<file path="config.mk">
export PLATFORM = sky130hd
export DESIGN_NAME = fft8_frame_loader_flat
export DESIGN_NICKNAME = d
export VERILOG_FILES = /design/src/rtl/fft8_frame_loader_if.sv /design/src/rtl/fft8_frame_loader.sv /design/src/flat_wrapper.sv
export SDC_FILE = /design/constraint.sdc
export NUM_CORES = 1
export LEC_CHECK = 0
export ABC_AREA = 1
export BUFFER_PORTS_ARGS = -buffer_cell sky130_fd_sc_hd__buf_2
export CORE_MARGIN = 2
export CORE_UTILIZATION = 35
export DETAILED_ROUTE_END_ITERATION = 8
export PLACE_DENSITY = 0.64
export SLEW_MARGIN = 20
export SYNTH_ARGS = -nofsm -noshare
export SYNTH_HDL_FRONTEND = slang
export SYNTH_SLANG_ARGS = --single-unit
</file>
<file path="constraint.sdc">
create_clock -name clk -period 2.71 [get_ports clk]
set_input_delay 0 -clock clk [delete_from_list [all_inputs] [get_ports clk]]
set_output_delay 0 -clock clk [all_outputs]
set_load 0.02 [all_outputs]
</file>
<file path="src/rtl/fft8_frame_loader_if.sv">
// Stream-in / frame-out bundle between the sample source, the frame loader and the FFT core.
interface fft8_frame_loader_if #(
    parameter int DATA_W = 32,
    parameter int N      = 8,
    parameter int CNT_W  = 16
);
    logic [DATA_W-1:0]   s_data;
    logic                s_valid;
    logic                s_last;
    logic                s_ready;
    logic [N*DATA_W-1:0] frame_data;
    logic                frame_valid;
    logic                frame_short;
    logic                frame_ready;
    logic [CNT_W-1:0]    frame_cnt;

    modport slave (
        input  s_data, s_valid, s_last, frame_ready,
        output s_ready, frame_data, frame_valid, frame_short, frame_cnt
    );

    modport master (
        output s_data, s_valid, s_last, frame_ready,
        input  s_ready, frame_data, frame_valid, frame_short, frame_cnt
    );
endinterface

</file>
<file path="src/rtl/fft8_frame_loader.sv">
// Packs a serial sample stream into N-lane frames held in a ping-pong pair of banks
// until the FFT core accepts them; short frames (closed by s_last) are zero-padded.
module fft8_frame_loader #(
    parameter int DATA_W = 32,
    parameter int N      = 8,
    parameter int CNT_W  = 16
) (
    input  logic                clk,
    input  logic                rst,
    fft8_frame_loader_if.slave  bus
);
    localparam int IDX_W  = (N > 1) ? $clog2(N) : 1;
    localparam int FRM_W  = N * DATA_W;
    localparam logic [IDX_W-1:0] LAST_IDX = IDX_W'(N - 1);

    logic             r_wr_bank, r_wr_bank_next;
    logic             r_rd_bank, r_rd_bank_next;
    logic [IDX_W-1:0] r_idx, r_idx_next;
    logic [1:0]       r_full, r_full_next;
    logic [1:0]       r_short, r_short_next;
    logic [CNT_W-1:0] r_cnt, r_cnt_next;

    logic             w_s_ready;
    logic             w_accept;
    logic             w_close;
    logic             w_handoff;
    logic [2*FRM_W-1:0] w_banks;

    assign w_s_ready = !r_full[r_wr_bank] && !rst;
    assign w_accept  = bus.s_valid && w_s_ready;
    assign w_close   = w_accept && ((r_idx == LAST_IDX) || bus.s_last);
    assign w_handoff = r_full[r_rd_bank] && bus.frame_ready;

    // A closing write needs an empty bank and a handoff needs a full one,
    // so when both happen in one cycle they always touch different banks.
    always_comb begin
        r_wr_bank_next = r_wr_bank;
        r_rd_bank_next = r_rd_bank;
        r_idx_next     = r_idx;
        r_full_next    = r_full;
        r_short_next   = r_short;
        r_cnt_next     = r_cnt;

        if (w_accept) begin
            if (w_close) begin
                r_full_next[r_wr_bank]  = 1'b1;
                r_short_next[r_wr_bank] = (r_idx != LAST_IDX);
                r_wr_bank_next          = ~r_wr_bank;
                r_idx_next              = '0;
            end else begin
                r_idx_next = r_idx + IDX_W'(1);
            end
        end

        if (w_handoff) begin
            r_full_next[r_rd_bank] = 1'b0;
            r_rd_bank_next         = ~r_rd_bank;
            r_cnt_next             = r_cnt + CNT_W'(1);
        end
    end

    always_ff @(posedge clk) begin
        if (rst) begin
            r_wr_bank <= 1'b0;
            r_rd_bank <= 1'b0;
            r_idx     <= '0;
            r_full    <= '0;
            r_short   <= '0;
            r_cnt     <= '0;
        end else begin
            r_wr_bank <= r_wr_bank_next;
            r_rd_bank <= r_rd_bank_next;
            r_idx     <= r_idx_next;
            r_full    <= r_full_next;
            r_short   <= r_short_next;
            r_cnt     <= r_cnt_next;
        end
    end

    genvar gi;
    generate
        for (gi = 0; gi < 2; gi++) begin : g_bank
            logic [FRM_W-1:0] r_data;
            logic             w_sel;

            assign w_sel = w_accept && (r_wr_bank == 1'(gi));

            // Lanes above the current index are cleared on close so that a
            // short frame never exposes stale samples from an older frame.
            always_ff @(posedge clk) begin
                if (rst) begin
                    r_data <= '0;
                end else if (w_sel) begin
                    for (int k = 0; k < N; k++) begin
                        if (k == int'(r_idx)) begin
                            r_data[k*DATA_W +: DATA_W] <= bus.s_data;
                        end else if (w_close && (k > int'(r_idx))) begin
                            r_data[k*DATA_W +: DATA_W] <= '0;
                        end
                    end
                end
            end

            assign w_banks[gi*FRM_W +: FRM_W] = r_data;
        end
    endgenerate

    assign bus.s_ready     = w_s_ready;
    assign bus.frame_valid = r_full[r_rd_bank];
    assign bus.frame_short = r_short[r_rd_bank];
    assign bus.frame_data  = r_rd_bank ? w_banks[FRM_W +: FRM_W] : w_banks[0 +: FRM_W];
    assign bus.frame_cnt   = r_cnt;
endmodule

</file>
<file path="src/flat_wrapper.sv">
// flat-port wrapper written by rule: the top's interface ports become plain ports
module fft8_frame_loader_flat 
#(
    parameter int DATA_W = 32,
    parameter int N      = 8,
    parameter int CNT_W  = 16
)
  (clk, rst, bus_s_data, bus_s_valid, bus_s_last, bus_frame_ready, bus_s_ready, bus_frame_data, bus_frame_valid, bus_frame_short, bus_frame_cnt);
  fft8_frame_loader_if #(.DATA_W(DATA_W), .N(N), .CNT_W(CNT_W)) bus_i ();
  input  logic clk;
  input  logic rst;
  input wire logic [$bits(bus_i.s_data)-1:0] bus_s_data;
  input wire logic [$bits(bus_i.s_valid)-1:0] bus_s_valid;
  input wire logic [$bits(bus_i.s_last)-1:0] bus_s_last;
  input wire logic [$bits(bus_i.frame_ready)-1:0] bus_frame_ready;
  output wire logic [$bits(bus_i.s_ready)-1:0] bus_s_ready;
  output wire logic [$bits(bus_i.frame_data)-1:0] bus_frame_data;
  output wire logic [$bits(bus_i.frame_valid)-1:0] bus_frame_valid;
  output wire logic [$bits(bus_i.frame_short)-1:0] bus_frame_short;
  output wire logic [$bits(bus_i.frame_cnt)-1:0] bus_frame_cnt;
  assign bus_i.s_data = bus_s_data;
  assign bus_i.s_valid = bus_s_valid;
  assign bus_i.s_last = bus_s_last;
  assign bus_i.frame_ready = bus_frame_ready;
  assign bus_s_ready = bus_i.s_ready;
  assign bus_frame_data = bus_i.frame_data;
  assign bus_frame_valid = bus_i.frame_valid;
  assign bus_frame_short = bus_i.frame_short;
  assign bus_frame_cnt = bus_i.frame_cnt;
  fft8_frame_loader #(.DATA_W(DATA_W), .N(N), .CNT_W(CNT_W)) u_core (.clk(clk), .rst(rst), .bus(bus_i));
endmodule
</file>
**Word-level counts from Yosys, hierarchy flattened**

Cells that the tools add are included.

- $add $sub $neg: 2
- $lt $le $gt $ge: 11
- Equal/unequal tests: 9
- Multiplexer cells: 30
- Bitwise operators: 5
- Reduce and logical (&&, ||, !) cells: 43

Operators by type and width:

| kind | count |
|---|---|
| 32-bit 2-to-1 mux | 14 |
| 256-bit 2-to-1 mux | 1 |
| 2-bit AND reduction | 17 |
| 16-bit by 1-bit adder with 16-bit output (second input constant) | 1 |
| 1-bit logical AND | 15 |
| 2-bit nonzero test | 7 |
| 3-bit == test (first input constant) | 4 |
| 3-bit > comparator (first input constant) | 4 |
| 1-bit 2-to-1 mux | 8 |
| 2-bit by 3-bit == test with 1-bit output (first input constant) | 2 |
| 2-bit by 3-bit > comparator with 1-bit output (first input constant) | 2 |
| 2-bit 2-to-1 mux | 3 |
| 1-bit by 2-bit < comparator with 1-bit output (second input constant) | 2 |
| 3-bit by 1-bit adder with 3-bit output (second input constant) | 1 |
| 1-bit by 3-bit == test with 1-bit output (first input constant) | 1 |
| 3-bit == test (second input constant) | 1 |
| 1-bit by 3-bit > comparator with 1-bit output (first input constant) | 1 |
| 3-bit zero test | 1 |
| 3-bit 2-to-1 mux | 1 |
| 3-bit inequality test (second input constant) | 1 |
| 2-bit AND | 1 |
| 2-bit bitwise mux | 1 |
| 1-bit demux with 1-bit select | 2 |
| 1-bit >= comparator (second input constant) | 2 |
| 5 further kinds | 7 |

- Register bits: 537
- Logic and storage cells: 122

**Logic depth before layout (Yosys ltp)**

- Word-level depth: 10
- Mapped depth: 12

**Worst setup path before layout**

No wires, ideal clock.

- Path type: register to register
- From: register u_core.r_idx[0]
- To: register u_core.g_bank[0].r_data[65]
- Arrival: 1,979 ps
- Data required time: 2,640 ps
- Slack: 660 ps
- Stages on the path, launching flop included: 12
- Path buffers: 2
- Clock period less this slack: 2,050 ps
- Cells stage by stage: dfxtp_1 ha_1 ha_1 clkbuf_1 nor2_1 inv_1 nand4_1 nand2_1 nand2_1 clkbuf_1 nand2_1 a21oi_1

- Cells in the longest elaborated chain, start to end: 6
- Elaborated cells between the ends (all ways): 9
- Those cells by class: order compare (1); eq/ne (2); mux (1); reduce/logical (5)

Ends and longest elaborated chain:

| element | RTL line | text |
|---|---|---|
| start, declared | fft8_frame_loader.sv:18 | `logic [IDX_W-1:0] r_idx, r_idx_next;` |
| start signal, assigned | fft8_frame_loader.sv:73 | `r_idx <= r_idx_next;` |
| branches (longest 6 deep; another with 2-bit by 3-bit > comparator with 1-bit output) | - |  |
| end signal, assigned by index | fft8_frame_loader.sv:96 | `r_data[k*DATA_W +: DATA_W] <= bus.s_data;` |
| end, declared | fft8_frame_loader.sv:83 | `logic [FRM_W-1:0] r_data;` |

Parallel ways; which one is timed is not known.
A chain may end at the register's enable or synchronous reset.

**Worst setup path in the final report**

- From: register u_core.r_rd_bank
- To: output bus_frame_data[255]

- Cells in the longest elaborated chain, start to end: 1

Ends and longest elaborated chain:

| element | RTL line | text |
|---|---|---|
| start, declared | fft8_frame_loader.sv:17 | `logic r_rd_bank, r_rd_bank_next;` |
| start signal, assigned | fft8_frame_loader.sv:72 | `r_rd_bank <= r_rd_bank_next;` |
| 256-bit 2-to-1 mux | fft8_frame_loader.sv:111 | `assign bus.frame_data = r_rd_bank ? w_banks[FRM_W +: FRM_W] : w_banks[0 +: FRM_W];` |
| end, declared | flat_wrapper.sv:17 | `output wire logic [$bits(bus_i.frame_data)-1:0] bus_frame_data;` |

No other way between the ends.

==> run_results.csv <==
group,metric,value,unit
grt,grt_util_met3,3.32,%
clocking,root_buffer,"clkbuf_16",
finish,syn_to_final_growth,18.7,%
worst_setup_path,critPathKind,"reg2out",
sta,hold_viol_final,0,
finish,final_nets,3768,
finish,fillCellCount,6958,
worst_setup_path,crit_fanout,66,
sta,min_period_over_period,85.4,%
power_and_ir_drop,p_leak,11.7,nW
synth,yosysUniqueCellTypes,25,
hold_path,holdCritPathClass,"in2reg",
sta,max_freq,432,MHz
placed_design,gp_congestion,0.794,
sta,tns,0,ns
clocking,numClockSinks,537,
job,drv_cap,0,
die,num_io_pins,312,
sta,layout_setup_ws,0.396,ns
finish,utilization,41.9,%
route,routed_wl,83.9,mm
synth,ys_async_sr_fraction,0,%
grt,gr-usage-met1,32.3,%
clocking,htree_levels,2,
die,start_util,35.3,%
sta,drv_slew,0,
synth,ys_seq_area_share,46.4,%
die,die_y,261,µm
worst_setup_path,rrSetupSlack,0.40,ns
placed_design,dp.cells,4492,
route,routed_via_density,4.98,
route,route.detailed.drc,0,
clocking,clockBufferDepth,3,
grt,grtUsageTotal,23.7,%
clocking,clk_latency,0.63,ns
clocking,clk_pin_slew,0.06,ns
route,drt_iter0_markers,2150,
grt,grt_most_used_layer,"met2",
route,first_pass_iters,5,
finish,fin_cells,4624,
clocking,post_cts_resized,0,
synth,synth_seq_cells,537,
clocking,cts_inserted_buffers,57,
route,wl_per_cell,18.1,µm
synth,synthCells,3521,
die,die_w,261,µm
finish,drive_gt1_share,12.1,%
die,core.rowCount,94,
grt,grt.overflow.total,0,
synth,avgSynthCellArea,6.58,µm²
worst_setup_path,worstPathArrival,2.31,ns
grt,grt_use_met2,37.8,%
clocking,cts_tree,"built",
worst_setup_path,start_kind,"flop",
finish,layout_commonest_cell,"nand2_1",
synth,synth_flop_cell,"dfxtp_1",
sta,skew,0.0275,ns
worst_setup_path,critPathCaptureType,"output port",
grt,antenna_found_initial,3,
die,core,65600,µm²
die,die-area,68300,µm²
power_and_ir_drop,powerDensity,624,nW/µm²
power_and_ir_drop,fin_total_pwr,17.2,mW
placed_design,dp_worst_setup_slack,0.404,ns
grt,grt_max_degree,217,
sta,grt_setup_unrepaired,"no",
route,antenna_left,0,
worst_setup_path,cp.required,2.71,ns
sta,period_minus_slack,2.31,ns
synth,yosysWarnings,0,
sta,slew_headroom,25.8,%
grt,grt_pass1_vias,20600,
placed_design,portBuffers,311,
synth,synth-edff-count,0,
grt,grt_pass1_wl,125,mm
sta,worst_pin_slew,1.11,ns
synth,syn-num-nets,3565,
synth,synth_area,23200,µm²
placed_design,dpl.hpwl,50.7,mm
finish,diodes,0,
finish,most-common-layout-cells,"nand2_1, dfxtp_1, a21oi_1",
route,vias,23000,
sta,setup_viol,0,
run_status,status,"complete, no violations",
power_and_ir_drop,peakVddDrop,0.450,mV
[final timing paths]
path / from / to / depth (start not counted)
worst max-delay path: u_core.r_rd_bank / bus_frame_data[255] / 4
worst min-delay path: rst / u_core.bus.frame_cnt[1] / 3
worst max register to register: u_core.r_idx[0] / u_core.g_bank[0].r_data[211] / 10
worst min register to register: u_core.r_short[0] / u_core.r_short[0] / 2
[cell usage after synthesis (2+ instances only)]
library cell  instances  area share, %
inv_1               163            2.6
dfxtp_1             537             46
buf_2                85            1.8
nand2_1            1626             26
a21oi_1             445            9.6
buf_1                 4          0.065
nor2_2                2          0.054
o21bai_1              2          0.065
ha_1                  7           0.38
nand3_1              78            1.7
nor2_1              227            3.7
a211oi_1              3          0.097
o21ai_0             101            2.2
nor3_1                3          0.065
nand4_1              40            1.1
inv_2                 2          0.032
clkbuf_1            158            2.6
buf_4                 4           0.13
nor2_8                2           0.17
o22ai_1              27           0.73
[report_power, final]
group	total [mW]	switching (mW)	internal (mW)	leakage (nW)
Sequential	8.01	0.0370	7.97	4.33
Combinational	1.31	1.03	0.280	6.45
Clock	7.87	3.32	4.54	0.916
Total	17.2	4.39	12.8	11.7
[per-layer routing]
| metal | routed length [µm] | share of wire (%) |
|---|---|---|
| met5 | 0 | 0 |
| met4 | 3200 | 3.8 |
| met3 | 5060 | 6.0 |
| met2 | 38700 | 46 |
| met1 | 36900 | 44 |
[through the flow]
stage	instance area [µm²]	hold slack, ns
finish	27500	0.245
global route	27500	0.236
CTS	27500	0.212
detailed placement	25300	0.280
global placement	25300	0.276
floorplan	23200	0.135
[kinds of logic (layout without fill, tap and decap cells)]
kind of cell | Yosys count | in the layout | share of synthesized area (%)
simple gates | 1982 | 1982 | 33.3
compound gates | 578 | 578 | 12.7
flops | 537 | 537 | 46.4
buf+inv | 417 | 656 | 7.31
fa+ha+maj | 7 | 7 | 0.378
[critical path, stage by stage, from the launching register on]
cell	delay [ns]
dfxtp_4	0.38
inv_8	0.16
buf_4	0.55
o21ai_0	0.29
buf_2	0.23
[repair_timing]
item | 4_1_cts | 5_1_grt
setup buffers | 0 | 0
endpoints found under the hold margin | 247 | 0
hold buffers | 37 | 0
[sequential cells by signal (all words and copies together), names as in the netlist]
register,cells
u_core.r_short,2
u_core.r_rd_bank,1
u_core.g_bank.r_data,512
u_core.r_full,2
u_core.r_wr_bank,1
u_core.r_idx,3
u_core.bus.frame_cnt,16
[layout make-up]
cell class | count | area [µm²] | share of cell area, %
clock buffer | 83 | 1670 | 6.08
clock inverter | 12 | 189 | 0.686
inverter | 165 | 627 | 2.28
multi-input combinational | 2567 | 10700 | 39.0
sequential | 537 | 10800 | 39.1
tap | 864 | 1080 | 3.93
timing repair buffer | 396 | 2460 | 8.94
No activity file was read; power rests on OpenSTA's default activity.
